File: src/rtl/atualizador_posicao_if.sv
// Bundle of the command inputs and status outputs of the position updater.
// Clock and reset stay plain ports on the top module.
interface atualizador_posicao_if #(
  parameter int LARGURA = 4
);
  logic               carregar;
  logic               iniciar;
  logic [LARGURA-1:0] x_in;
  logic [LARGURA-1:0] y_in;
  logic [LARGURA-1:0] vel_x;
  logic [LARGURA-1:0] vel_y;
  logic               dir_x;
  logic               dir_y;
  logic [LARGURA-1:0] pos_x;
  logic [LARGURA-1:0] pos_y;
  logic               ocupado;
  logic               pronto;
  logic               wrap_x;
  logic               wrap_y;

  modport master (
    output carregar, iniciar, x_in, y_in, vel_x, vel_y, dir_x, dir_y,
    input  pos_x, pos_y, ocupado, pronto, wrap_x, wrap_y
  );

  modport slave (
    input  carregar, iniciar, x_in, y_in, vel_x, vel_y, dir_x, dir_y,
    output pos_x, pos_y, ocupado, pronto, wrap_x, wrap_y
  );
endinterface

File: src/rtl/atualizador_posicao.sv
// Position updater: load or step an (x,y) coordinate by a signed-by-direction
// velocity, one axis per cycle, modulo 2^LARGURA with per-axis wrap flags.
module atualizador_posicao #(
  parameter int LARGURA = 4
) (
  input  logic                 clock,
  input  logic                 reset,
  atualizador_posicao_if.slave bus
);

  typedef enum logic [1:0] {
    OCIOSO = 2'd0,
    CALC_X = 2'd1,
    CALC_Y = 2'd2,
    FIM    = 2'd3
  } estado_t;

  estado_t            state_q, state_d;
  logic [LARGURA-1:0] pos_x_q, pos_x_d, pos_y_q, pos_y_d;
  logic [LARGURA-1:0] vel_x_q, vel_x_d, vel_y_q, vel_y_d;
  logic               dir_x_q, dir_x_d, dir_y_q, dir_y_d;
  logic               wrap_x_q, wrap_x_d, wrap_y_q, wrap_y_d;
  logic               ocupado_q, ocupado_d, pronto_q, pronto_d;
  logic [LARGURA:0]   r_x, r_y;

  // Extra MSB holds carry on add and borrow on subtract.
  assign r_x = dir_x_q ? ({1'b0, pos_x_q} + {1'b0, vel_x_q})
                       : ({1'b0, pos_x_q} - {1'b0, vel_x_q});
  assign r_y = dir_y_q ? ({1'b0, pos_y_q} + {1'b0, vel_y_q})
                       : ({1'b0, pos_y_q} - {1'b0, vel_y_q});

  always_comb begin
    state_d  = state_q;
    pos_x_d  = pos_x_q;
    pos_y_d  = pos_y_q;
    vel_x_d  = vel_x_q;
    vel_y_d  = vel_y_q;
    dir_x_d  = dir_x_q;
    dir_y_d  = dir_y_q;
    wrap_x_d = wrap_x_q;
    wrap_y_d = wrap_y_q;
    case (state_q)
      OCIOSO: begin
        if (bus.carregar) begin
          pos_x_d  = bus.x_in;
          pos_y_d  = bus.y_in;
          wrap_x_d = 1'b0;
          wrap_y_d = 1'b0;
        end else if (bus.iniciar) begin
          vel_x_d  = bus.vel_x;
          vel_y_d  = bus.vel_y;
          dir_x_d  = bus.dir_x;
          dir_y_d  = bus.dir_y;
          wrap_x_d = 1'b0;
          wrap_y_d = 1'b0;
          state_d  = CALC_X;
        end
      end
      CALC_X: begin
        pos_x_d  = r_x[LARGURA-1:0];
        wrap_x_d = r_x[LARGURA];
        state_d  = CALC_Y;
      end
      CALC_Y: begin
        pos_y_d  = r_y[LARGURA-1:0];
        wrap_y_d = r_y[LARGURA];
        state_d  = FIM;
      end
      FIM:     state_d = OCIOSO;
      default: state_d = OCIOSO;
    endcase
    // Status flags follow the next state so they come straight from flops.
    ocupado_d = (state_d != OCIOSO);
    pronto_d  = (state_d == FIM);
  end

  always_ff @(posedge clock) begin
    if (reset) begin
      state_q   <= OCIOSO;
      pos_x_q   <= '0;
      pos_y_q   <= '0;
      vel_x_q   <= '0;
      vel_y_q   <= '0;
      dir_x_q   <= 1'b0;
      dir_y_q   <= 1'b0;
      wrap_x_q  <= 1'b0;
      wrap_y_q  <= 1'b0;
      ocupado_q <= 1'b0;
      pronto_q  <= 1'b0;
    end else begin
      state_q   <= state_d;
      pos_x_q   <= pos_x_d;
      pos_y_q   <= pos_y_d;
      vel_x_q   <= vel_x_d;
      vel_y_q   <= vel_y_d;
      dir_x_q   <= dir_x_d;
      dir_y_q   <= dir_y_d;
      wrap_x_q  <= wrap_x_d;
      wrap_y_q  <= wrap_y_d;
      ocupado_q <= ocupado_d;
      pronto_q  <= pronto_d;
    end
  end

  assign bus.pos_x   = pos_x_q;
  assign bus.pos_y   = pos_y_q;
  assign bus.wrap_x  = wrap_x_q;
  assign bus.wrap_y  = wrap_y_q;
  assign bus.ocupado = ocupado_q;
  assign bus.pronto  = pronto_q;

endmodule

File: src/flat_wrapper.sv
// flat-port wrapper written by rule: the top's interface ports become plain ports
module atualizador_posicao_flat 
#(
  parameter int LARGURA = 4
)
  (clock, reset, bus_carregar, bus_iniciar, bus_x_in, bus_y_in, bus_vel_x, bus_vel_y, bus_dir_x, bus_dir_y, bus_pos_x, bus_pos_y, bus_ocupado, bus_pronto, bus_wrap_x, bus_wrap_y);
  atualizador_posicao_if #(.LARGURA(LARGURA)) bus_i ();
  input  logic clock;
  input  logic reset;
  input wire logic [$bits(bus_i.carregar)-1:0] bus_carregar;
  input wire logic [$bits(bus_i.iniciar)-1:0] bus_iniciar;
  input wire logic [$bits(bus_i.x_in)-1:0] bus_x_in;
  input wire logic [$bits(bus_i.y_in)-1:0] bus_y_in;
  input wire logic [$bits(bus_i.vel_x)-1:0] bus_vel_x;
  input wire logic [$bits(bus_i.vel_y)-1:0] bus_vel_y;
  input wire logic [$bits(bus_i.dir_x)-1:0] bus_dir_x;
  input wire logic [$bits(bus_i.dir_y)-1:0] bus_dir_y;
  output wire logic [$bits(bus_i.pos_x)-1:0] bus_pos_x;
  output wire logic [$bits(bus_i.pos_y)-1:0] bus_pos_y;
  output wire logic [$bits(bus_i.ocupado)-1:0] bus_ocupado;
  output wire logic [$bits(bus_i.pronto)-1:0] bus_pronto;
  output wire logic [$bits(bus_i.wrap_x)-1:0] bus_wrap_x;
  output wire logic [$bits(bus_i.wrap_y)-1:0] bus_wrap_y;
  assign bus_i.carregar = bus_carregar;
  assign bus_i.iniciar = bus_iniciar;
  assign bus_i.x_in = bus_x_in;
  assign bus_i.y_in = bus_y_in;
  assign bus_i.vel_x = bus_vel_x;
  assign bus_i.vel_y = bus_vel_y;
  assign bus_i.dir_x = bus_dir_x;
  assign bus_i.dir_y = bus_dir_y;
  assign bus_pos_x = bus_i.pos_x;
  assign bus_pos_y = bus_i.pos_y;
  assign bus_ocupado = bus_i.ocupado;
  assign bus_pronto = bus_i.pronto;
  assign bus_wrap_x = bus_i.wrap_x;
  assign bus_wrap_y = bus_i.wrap_y;
  atualizador_posicao #(.LARGURA(LARGURA)) u_core (.clock(clock), .reset(reset), .bus(bus_i));
endmodule
File: config.mk
export PLATFORM = sky130hd
export DESIGN_NAME = atualizador_posicao_flat
export DESIGN_NICKNAME = d
export VERILOG_FILES = /design/src/rtl/atualizador_posicao_if.sv /design/src/rtl/atualizador_posicao.sv /design/src/flat_wrapper.sv
export SDC_FILE = /design/constraint.sdc
export NUM_CORES = 1
export LEC_CHECK = 0
export ABC_CLOCK_PERIOD_IN_PS = 1900
export CORE_ASPECT_RATIO = 1.25
export CORE_UTILIZATION = 30
export CTS_CLUSTER_DIAMETER = 60
export CTS_CLUSTER_SIZE = 25
export DETAILED_ROUTE_END_ITERATION = 16
export GPL_TIMING_DRIVEN = 0
export PLACE_DENSITY = 0.57
export SLEW_MARGIN = 40
export SYNTH_ARGS = -nofsm -noshare
export SYNTH_HDL_FRONTEND = slang
export SYNTH_SLANG_ARGS = --single-unit
export TNS_END_PERCENT = 1
File: constraint.sdc
create_clock -name clock -period 1.9 [get_ports clock]
set_input_delay 0.285 -clock clock [delete_from_list [all_inputs] [get_ports clock]]
set_output_delay 0.285 -clock clock [all_outputs]
set_load 0.02 [all_outputs]
==> flow_results.org, run 1 <==
** Placed design
- The count of buffers added on input and output ports is 31.
- Post-DP HPWL :: 2.70 mm
- The congestion estimate from routability-driven global placement came to roughly 0.77.
- At the placement stage, the worst setup path has a slack of -0.183 ns.
- # placed instances :: approximately 280

** Floorplan
- In this run the core area contains 28 standard-cell rows.
- Core Region :: around 4800 um^2
- During I/O placement, the number of pins put on the boundary was 34.
- Die height :: a little over 80 um
- The initial utilization of the core area, before any placement, comes to 0.312.
- The floorplan step defined a die boundary enclosing roughly 5300 um^2.
- The floorplan step set the die width to ~65 um.

** STA
- Of the available clock period, the critical path in the final layout requires 1.07.
- Max-Slew Margin vs Limit :: 0.602
- Setup repair after global routing missed its margin :: true
- Min Tclk post-route :: 2.04 ns
- Number of pins with negative max-slew slack in the final report :: 0
- Worst setup skew after layout :: between 0.001 and 0.0015 ns
- At the pin with the least slew margin, the transition time is just under 0.6 ns.
- Derived from the worst setup path, the maximum achievable clock frequency is slightly below 0.5 GHz.
- Setup-violating endpoint count in the final report :: 3
- Slack of the critical path :: -0.135 ns
- The number of failing hold endpoints at the final stage came to 0.

** Worst setup path
- Data on the critical path is required at its endpoint by 2.07 ns.
- Slowest library cell on the worst path :: sky130_fd_sc_hd__dfxtp_2
- In this run the worst setup path begins at u_core.vel_y_q[1].
- Register-to-register path setup slack :: -0.14 ns
- End of the worst register-to-register path :: u_core.bus.wrap_y
- The critical path is of the flip-flop to flip-flop type.
- Critical Path AT :: around 2.2 ns
- Cell mode on critical path :: sky130_fd_sc_hd__inv_2
- STA classifies the critical path endpoint as a flip-flop.
- The worst setup path is launched from a flip-flop.
- In this design, the stage delay of the slowest critical-path cell is 0.36 ns.
- In this run the worst setup path terminates at u_core.bus.wrap_y.
- Along the worst path, the maximum fanout reaches 3.
- Counting cells, the worst reg-to-reg path comes to 9.
- The critical path goes through inv_2, ha_4, mux2_4, inv_2, fa_2, nand2b_4, a21oi_4, xnor2_2, a2111oi_2.
- The startpoint identified for the worst register-to-register timing path is u_core.vel_y_q[1].

** Clock network
- CTS sink cnt :: 24
- Hold_buf cts :: 0
- CTS buffer count :: 3
- TritonCTS built the clock tree.
- Number of H-tree levels :: 1
- Insertion delay of the later-clocked pin in the worst-skew pair :: around 0.27 ns
- In this run the clock root is driven by a sky130_fd_sc_hd__clkbuf_8.
- After clock tree synthesis, the clock-pin slew on the worst setup and hold paths is 0.09 ns.
- Counting along the longest clock path gives a buffer depth of 2.

** Run status
- Failing checks :: setup timing
- The flow ran to the end, but the final reports show violations.

** Detailed routing
- Vias per std cell :: approximately 4.8
- The routed design has 3.85 mm of wire.
- In the final routed layout, each cell accounts on average for around 13 um.
- Number of nets with antenna violations after routing :: 0
- The first TritonRoute pass finished after 4 iterations.
- For this block, the initial DRC count from the detailed router was 46.
- After detailed routing, the number of remaining DRC violations is 0.
- The final route contains ~1,400 vias.

** GRT
- The number of global-route vias before repair came to between 1,000 and 1,500.
- The initial antenna violation count came to 0.
- Global router's overall resource usage :: 0.150
- First-pass GRT wire length :: between 6 and 7 mm
- Largest net degree at the start of global routing :: 14
- The total overflow left after global routing is 0.

** Job
- Maximum capacitance violations :: 0

** Yosys
- The cell count after synthesis came out at approximately 190.
- Most used standard cells in the synthesized netlist :: sky130_fd_sc_hd__nor2_1, sky130_fd_sc_hd__dfxtp_1, sky130_fd_sc_hd__a21oi_1
- The synthesized netlist contains 28 unique library cells.
- Mean Syn Cell Area :: slightly above 8 um^2
- For this run, the leading register cell type out of synthesis is sky130_fd_sc_hd__dfxtp_1.
- Area share of the leading cell type in the synthesized netlist :: 0.323
- Yosys instantiated no cell more often than sky130_fd_sc_hd__nor2_1.
- Post-synthesis net count :: about 220
- Yosys printed 0 warnings.
- The mapped netlist covers 1490 um^2.
- Register area share after synthesis :: 0.323
- Yosys top cell by area :: sky130_fd_sc_hd__dfxtp_1
- Share of async-settable or async-resettable flops after synthesis :: 0
- Post-synthesis register bit count :: 24
- In the post-synthesis netlist, the biggest area contributors are sky130_fd_sc_hd__dfxtp_1, sky130_fd_sc_hd__ha_1, sky130_fd_sc_hd__nor2_1.
- EDFF count, synth :: 0

** Final layout
- The number of antenna diodes in the final layout is 0.
- Excluding fillers, the count of instances in the completed layout stands at around 290.
- Of the cells placed in the final design, the portion with a size suffix greater than 1 is 0.219.
- Layout-stage area growth over the synthesis result :: 43.7%
- After the last flow step, the layout net total stands at 266.

** Hold path
- Min-Delay Path Class :: input port to flip-flop

** Power
- Dividing total power by cell area gives a power density of approximately 1300 nW/um^2.
- Leak Pwr :: 0.850 nW
- Across the VDD grid, the largest voltage drop is 654 uV.
worst min path at each step:
stage | from | slack [ns] | endpoint | cells past startpoint
6_report | reset | 0.41 | u_core.state_q[1] | 2
3_5_place_dp | u_core.vel_y_q[1] | 0.47 | u_core.vel_y_q[1] | 2
2_1_floorplan | bus_vel_x[1] | 0.42 | u_core.vel_x_q[1] | 2
3_3_place_gp | u_core.vel_y_q[1] | 0.46 | u_core.vel_y_q[1] | 2
4_1_cts | reset | 0.43 | u_core.state_q[1] | 2
5_1_grt | reset | 0.45 | u_core.state_q[1] | 2
report_power, final:
group	leakage, nW	switching [W]	internal, W
Combinational	0.622	0.000908	0.000772
Clock	0.0288	0.000177	0.000186
Sequential	0.199	0.000113	0.000643
Total	0.850	0.00120	0.00160
logic make-up after synthesis:
logic type	after synthesis	share of synthesized area
DFF	24	0.323
adders and majority gates	15	0.136
AOI/OAI and AO/OA	41	0.179
muxes	7	0.0529
xor gates and xnor gates	8	0.0471
and+or+nand+nor	65	0.192
buffers and inverters	25	0.0697
state kept, by name, indices dropped and copies added, names as in the netlist:
register,count
u_core.bus.pronto,1
u_core.bus.pos_x,4
u_core.vel_y_q,4
u_core.bus.pos_y,4
u_core.vel_x_q,4
u_core.bus.wrap_x,1
u_core.bus.wrap_y,1
u_core.bus.ocupado,1
u_core.state_q,2
u_core.dir_y_q,1
u_core.dir_x_q,1
through the flow:
step	util	instance area [um^2]	total power, W	setup TNS (ns)	hold slack [ns]
after floorplan	-	1520	0.00181	-0.0186	0.425
after global placement	0.400	1910	0.00223	-0.302	0.463
after detailed placement	0.400	1910	0.00224	-0.461	0.469
after CTS	0.427	2040	0.00267	-0.315	0.427
after global routing	0.449	2140	0.00300	-0.619	0.451
final	0.449	2140	0.00280	-0.224	0.413
worst max-delay path, delay by kind of cell, from the launching register on:
family          cells  cell delay (ns)
fa+ha+maj           2             0.59
xor+xnor            1             0.09
compound gates      2             0.50
flops               1             0.36
buf+inv             2             0.09
simple gates        1             0.16
mux                 1             0.15
per-layer routing:
layer / routed length [um] / track usage
met3: 148 / 0.0211
met1: 1710 / 0.184
met4: 59 / 0.0587
met2: 1930 / 0.263
met5: 0 / 0
placed cells by master, fill, tap and decap left out, types with 3 or more instances in the layout:
cell                               n
sky130_fd_sc_hd__clkdlybuf4s50_1  31
sky130_fd_sc_hd__nor2_1           27
sky130_fd_sc_hd__a21oi_1          20
sky130_fd_sc_hd__dfxtp_1          20
sky130_fd_sc_hd__nand2_1          13
sky130_fd_sc_hd__inv_1            10
sky130_fd_sc_hd__nand3_1          10
sky130_fd_sc_hd__ha_1             10
sky130_fd_sc_hd__buf_4             7
sky130_fd_sc_hd__inv_2             6
sky130_fd_sc_hd__xor2_1            5
sky130_fd_sc_hd__clkbuf_1          5
sky130_fd_sc_hd__a211oi_1          4
sky130_fd_sc_hd__a21o_1            4
sky130_fd_sc_hd__clkbuf_8          4
sky130_fd_sc_hd__mux2_4            3
sky130_fd_sc_hd__nor2b_1           3
sky130_fd_sc_hd__mux2i_1           3
sky130_fd_sc_hd__nor2_2            3
sky130_fd_sc_hd__xnor2_2           3
sky130_fd_sc_hd__ha_4              3
sky130_fd_sc_hd__dfxtp_2           3
what timing repair did:
action / in CTS / in global routing
endpoints found under the setup margin: 5 / 8
resized for setup: 9 / 17
cloned: 0 / 0
buffers inserted: 5 / 3
pin swaps: 7 / 16
layout make-up:
type	count	area, um^2
fillers	498	2630
multi-input cells	136	1040
flip-flops and latches	24	488
repair buffers	39	374
well taps	60	75.1
inverters	16	60.1
clock buffers	4	55.1
plain buffers	9	43.8
No activity file was read; power rests on OpenSTA's default activity.
==> inputs of run 2 (changes only) <==
--- a/config.mk
+++ b/config.mk
@@ -9,3 +9,3 @@
 export CORE_ASPECT_RATIO = 1.25
-export CORE_UTILIZATION = 30
+export CORE_UTILIZATION = 45
 export CTS_CLUSTER_DIAMETER = 60
@@ -13,4 +13,5 @@
 export DETAILED_ROUTE_END_ITERATION = 16
+export GPL_ROUTABILITY_DRIVEN = 0
 export GPL_TIMING_DRIVEN = 0
-export PLACE_DENSITY = 0.57
+export PLACE_DENSITY = 0.79
 export SLEW_MARGIN = 40
==> constraint.sdc (replaced) <==
create_clock -name clock -period 1.9 [get_ports clock]
set_input_delay 0.19 -clock clock [delete_from_list [all_inputs] [get_ports clock]]
set_output_delay 0.19 -clock clock [all_outputs]
set_load 0.02 [all_outputs]
==> run 2 against run 1 <==
Compared with the run above: the run still ends with setup timing left; first-iteration DRC count down 30%; non-clock buffer count down 3; global-route usage up 6.9 points; hold slack worse by 0.12 ns; clock skew up 0.00063 ns; clock power up 27%; via count about the same; cell count down 9.0%; highest routed layer unchanged; utilization up 19 points; wire length down 12%; worst setup slack better by 0.10 ns.
==> flow_results.org, run 2 (synthesis gave the netlist of run 1 again) <==
** Run status
- Status: finished with violations (unchanged).
- Failing checks: setup timing (unchanged).

** Final layout
- Top library cells by usage in the layout, fill and taps aside: sky130_fd_sc_hd__clkdlybuf4s50_1, sky130_fd_sc_hd__nor2_1, sky130_fd_sc_hd__a21oi_1, sky130_fd_sc_hd__dfxtp_1, sky130_fd_sc_hd__nand2_1 (unchanged).
- ANT cells :: 0 (unchanged)
- Most frequent standard cell in the layout excluding fill and tap cells :: sky130_fd_sc_hd__clkdlybuf4s50_1 (unchanged)
- Final design instance area without fill :: 2040 um^2 (was 2140 um^2)
- Layout-stage area growth over the synthesis result :: 37.2% (was 43.7%)
- Fraction of final layout cells with drive strength greater than 1 :: 0.187 (was 0.219)
- The final net count was 263 (was 266).

** Detailed routing
- Vias per std cell :: 5.29 (was 4.82)
- Count of unresolved DRC violations after routing :: 0 (unchanged)
- The wire length per cell was 12.9 um (was 13.4 um).
- The number of nets with antenna violations after detailed routing is 0 (unchanged).
- The total iterations of the first detailed-routing run came to 4 (unchanged).
- The vias after detailed routing is 1,387 (was 1,388).
- Total wire length after detailed routing :: 3.38 mm (was 3.85 mm)
- Drt first-iter violations :: 32 (was 46)

** Power
- Final Power :: 0.00278 W (was 0.00280 W)
- The worst voltage drop across the vdd grid was 815 uV (was 654 uV).
- Power per cell area :: 1360 nW/um^2 (was 1310 nW/um^2)
- The leakage power figure came to 0.825 nW (was 0.850 nW).

** Worst setup path
- The cell with the largest stage delay on the worst path was sky130_fd_sc_hd__dfxtp_2 (unchanged).
- The critical path depth is 9 (unchanged).
- Startpoint of the most critical register-to-register path :: u_core.vel_x_q[1] (was u_core.vel_y_q[1])
- CP startpoint kind :: flip-flop (unchanged)
- Critical path's largest stage delay :: 0.35 ns (was 0.36 ns)
- The launching instance or port of the critical path is u_core.vel_x_q[1] (was u_core.vel_y_q[1]).
- Cell Chain, Critical Path :: inv_2, ha_4, mux2_4, inv_2, fa_2, nand2b_4, a21oi_2, xnor2_1, a2111oi_2 (was inv_2, ha_4, mux2_4, inv_2, fa_2, nand2b_4, a21oi_4, xnor2_2, a2111oi_2)
- Biggest fanout along the worst timing path :: 2 (was 3)
- Buffering stage count on the worst path with inverters included :: 2 (unchanged)
- The arrival time of the worst setup path is 2.11 ns (was 2.21 ns).
- The capturing point of the worst reg2reg path is u_core.bus.wrap_x (was u_core.bus.wrap_y).
- The depth of the worst register-to-register path is 9 (unchanged).
- Crit. End Element :: flip-flop (unchanged)
- The required arrival time at the worst endpoint is 2.08 ns (was 2.07 ns).
- Cell mode on critical path :: sky130_fd_sc_hd__inv_2 (unchanged)
- The critical path's top delay family is adder cells (unchanged).
- Register-to-register path setup slack :: -0.04 ns (was -0.14 ns)
- The class of the most critical setup path is flip-flop to flip-flop (unchanged).

** GRT
- The global-route wire length before repair is 5.79 mm (was 6.02 mm).
- Antenna violations before repair :: 0 (unchanged)
- Via count of the first global-routing pass :: 1,309 (was 1,298)
- The largest net degree at the start of global routing was 15 (was 14).
- The overall overflow remaining after global route was 0 (unchanged).
- The total global-route track usage was 0.219 (was 0.150).

** Floorplan
- The overall die height was 66.3 um (was 80.8 um).
- The starting density of the core was 0.466 (was 0.312).
- Die span in x :: 53.5 um (was 65.0 um)
- The I/O pin count came to 34 (unchanged).
- The number of rows in the core area was 23 (was 28).
- Area of the die :: 3540 um^2 (was 5250 um^2)
- Core Region :: 3190 um^2 (was 4760 um^2)

** STA
- The number of endpoints failing setup at the final stage is 2 (was 3).
- The final period demand of the worst path was 1.94 ns (was 2.04 ns).
- Number of pins with negative max-slew slack in the final report :: 0 (unchanged)
- The maximum operating frequency was 0.517 GHz (was 0.491 GHz).
- The actual transition at the worst max-transition pin was 0.570 ns (was 0.596 ns).
- Worst setup skew after layout :: 0.00206 ns (was 0.00143 ns)
- The tightest slew margin relative to the limit was 0.620 (was 0.602).
- Setup repair after global routing missed its margin: true (unchanged).
- Final Hold Viols :: 0 (unchanged)
- The period utilization was 1.02 (was 1.07).
- The post-route worst setup slack is -0.0357 ns (was -0.135 ns).

** Hold path
- The worst hold path startpoint is reset (unchanged).
- Worst hold path stage count :: 2 (unchanged)
- Min-Delay Path Class :: input port to flip-flop (unchanged)
- Worst min-delay path endpoint :: u_core.state_q[0] (was u_core.state_q[1])

** Placed design
- Area after detailed placement :: 1880 um^2 (was 1910 um^2)
- Count of input and output buffers :: 31 (unchanged)
- Post-DP HPWL :: 2.45 mm (was 2.70 mm)

** Clock network
- Clock tree buffer depth :: 2 (unchanged)
- Clock transition time at the flip-flop clock pins of the worst setup and hold paths :: 0.09 ns (about the same)
- The H-tree depth came to 1 (unchanged).
- CTS sink cnt :: 24 (unchanged)
- The clock latency reported for the late side of the worst-skew pair was 0.27 ns (about the same).
- TritonCTS clock tree :: done (unchanged)
- Clock tree root buffer cell :: sky130_fd_sc_hd__clkbuf_8 (unchanged)
- CTS buffer count :: 3 (unchanged)

** Job
- The max-capacitance violation count was 0 (unchanged).
## run 2: cell count changes in the layout (fill, tap and decap cells not counted), moves of 2 or more
cell,delta
sky130_fd_sc_hd__xnor2_2,-3
sky130_fd_sc_hd__a21oi_2,+2
sky130_fd_sc_hd__a21oi_4,-2
sky130_fd_sc_hd__buf_4,-2
sky130_fd_sc_hd__xnor2_1,+3
sky130_fd_sc_hd__nor2_1,+2
## run 2: area by class of cell
| class | count | area, um^2 |
|---|---|---|
| clock inverters | 1 | 30.0 |
| fillers | 268 | 1150 |
| inverters | 16 | 60.1 |
| well taps | 37 | 46.3 |
| flip-flops and latches | 24 | 488 |
| plain buffers | 9 | 43.8 |
| repair buffers | 36 | 348 |
| clock buffers | 3 | 41.3 |
| multi-input cells | 136 | 986 |
## run 2: what timing repair did
item,4_1_cts,5_1_grt
setup buffers,5,0
resized for setup,11,6
pin swaps,5,5
hold buffers,0,0
setup endpoints to repair,5,10
## run 2: metal layers
| layer | vias up | share of wire | global-route usage |
|---|---|---|---|
| met1 | 644 | 0.44 | 0.261 |
| li1 | 712 | - | - |
| met4 | 0 | 0.012 | 0.0592 |
| met5 | - | 0 | 0 |
| met2 | 27 | 0.53 | 0.400 |
| met3 | 4 | 0.023 | 0.0207 |
## run 2: worst max-delay path by stage
stage                                   end  slack (ns)
final                     u_core.bus.wrap_x       -0.04
after global routing      u_core.bus.wrap_x       -0.13
after CTS                 u_core.bus.wrap_x       -0.04
after detailed placement  u_core.bus.wrap_y       -0.16
after global placement    u_core.bus.wrap_y       -0.15
after floorplan           u_core.bus.wrap_y       -0.02
## run 2: metrics by stage
stage	hold WS [ns]	worst slack, ns	util	TNS [ns]	cells
floorplan	0.330	-0.0186	-	-0.0186	185
global placement	0.461	-0.148	0.588	-0.197	253
detailed placement	0.472	-0.161	0.588	-0.316	253
CTS	0.300	-0.0363	0.633	-0.0717	262
global route	0.319	-0.128	0.640	-0.325	262
finish	0.292	-0.0357	0.640	-0.0533	262
## run 2: power by group
group          switching (W)  internal (W)  leakage [nW]  total (W)
logic               0.000849      0.000717         0.590    0.00157
registers           0.000109      0.000643         0.199   0.000752
clock network       0.000179      0.000282        0.0357   0.000461
==> inputs of run 3 (changes only) <==
--- a/config.mk
+++ b/config.mk
@@ -16,3 +16,2 @@
 export PLACE_DENSITY = 0.79
-export SLEW_MARGIN = 40
 export SYNTH_ARGS = -nofsm -noshare
--- a/constraint.sdc
+++ b/constraint.sdc
@@ -3,2 +3,2 @@
 set_output_delay 0.19 -clock clock [all_outputs]
-set_load 0.02 [all_outputs]
+set_load 0.01 [all_outputs]
==> results of run 3 <==
Same layout as run 2 (identical final DEF). Status: finished with violations: setup timing.
Among the figures that moved: total power 0.00278 W -> 0.00271 W; worst IR drop on VDD 815 uV -> 805 uV
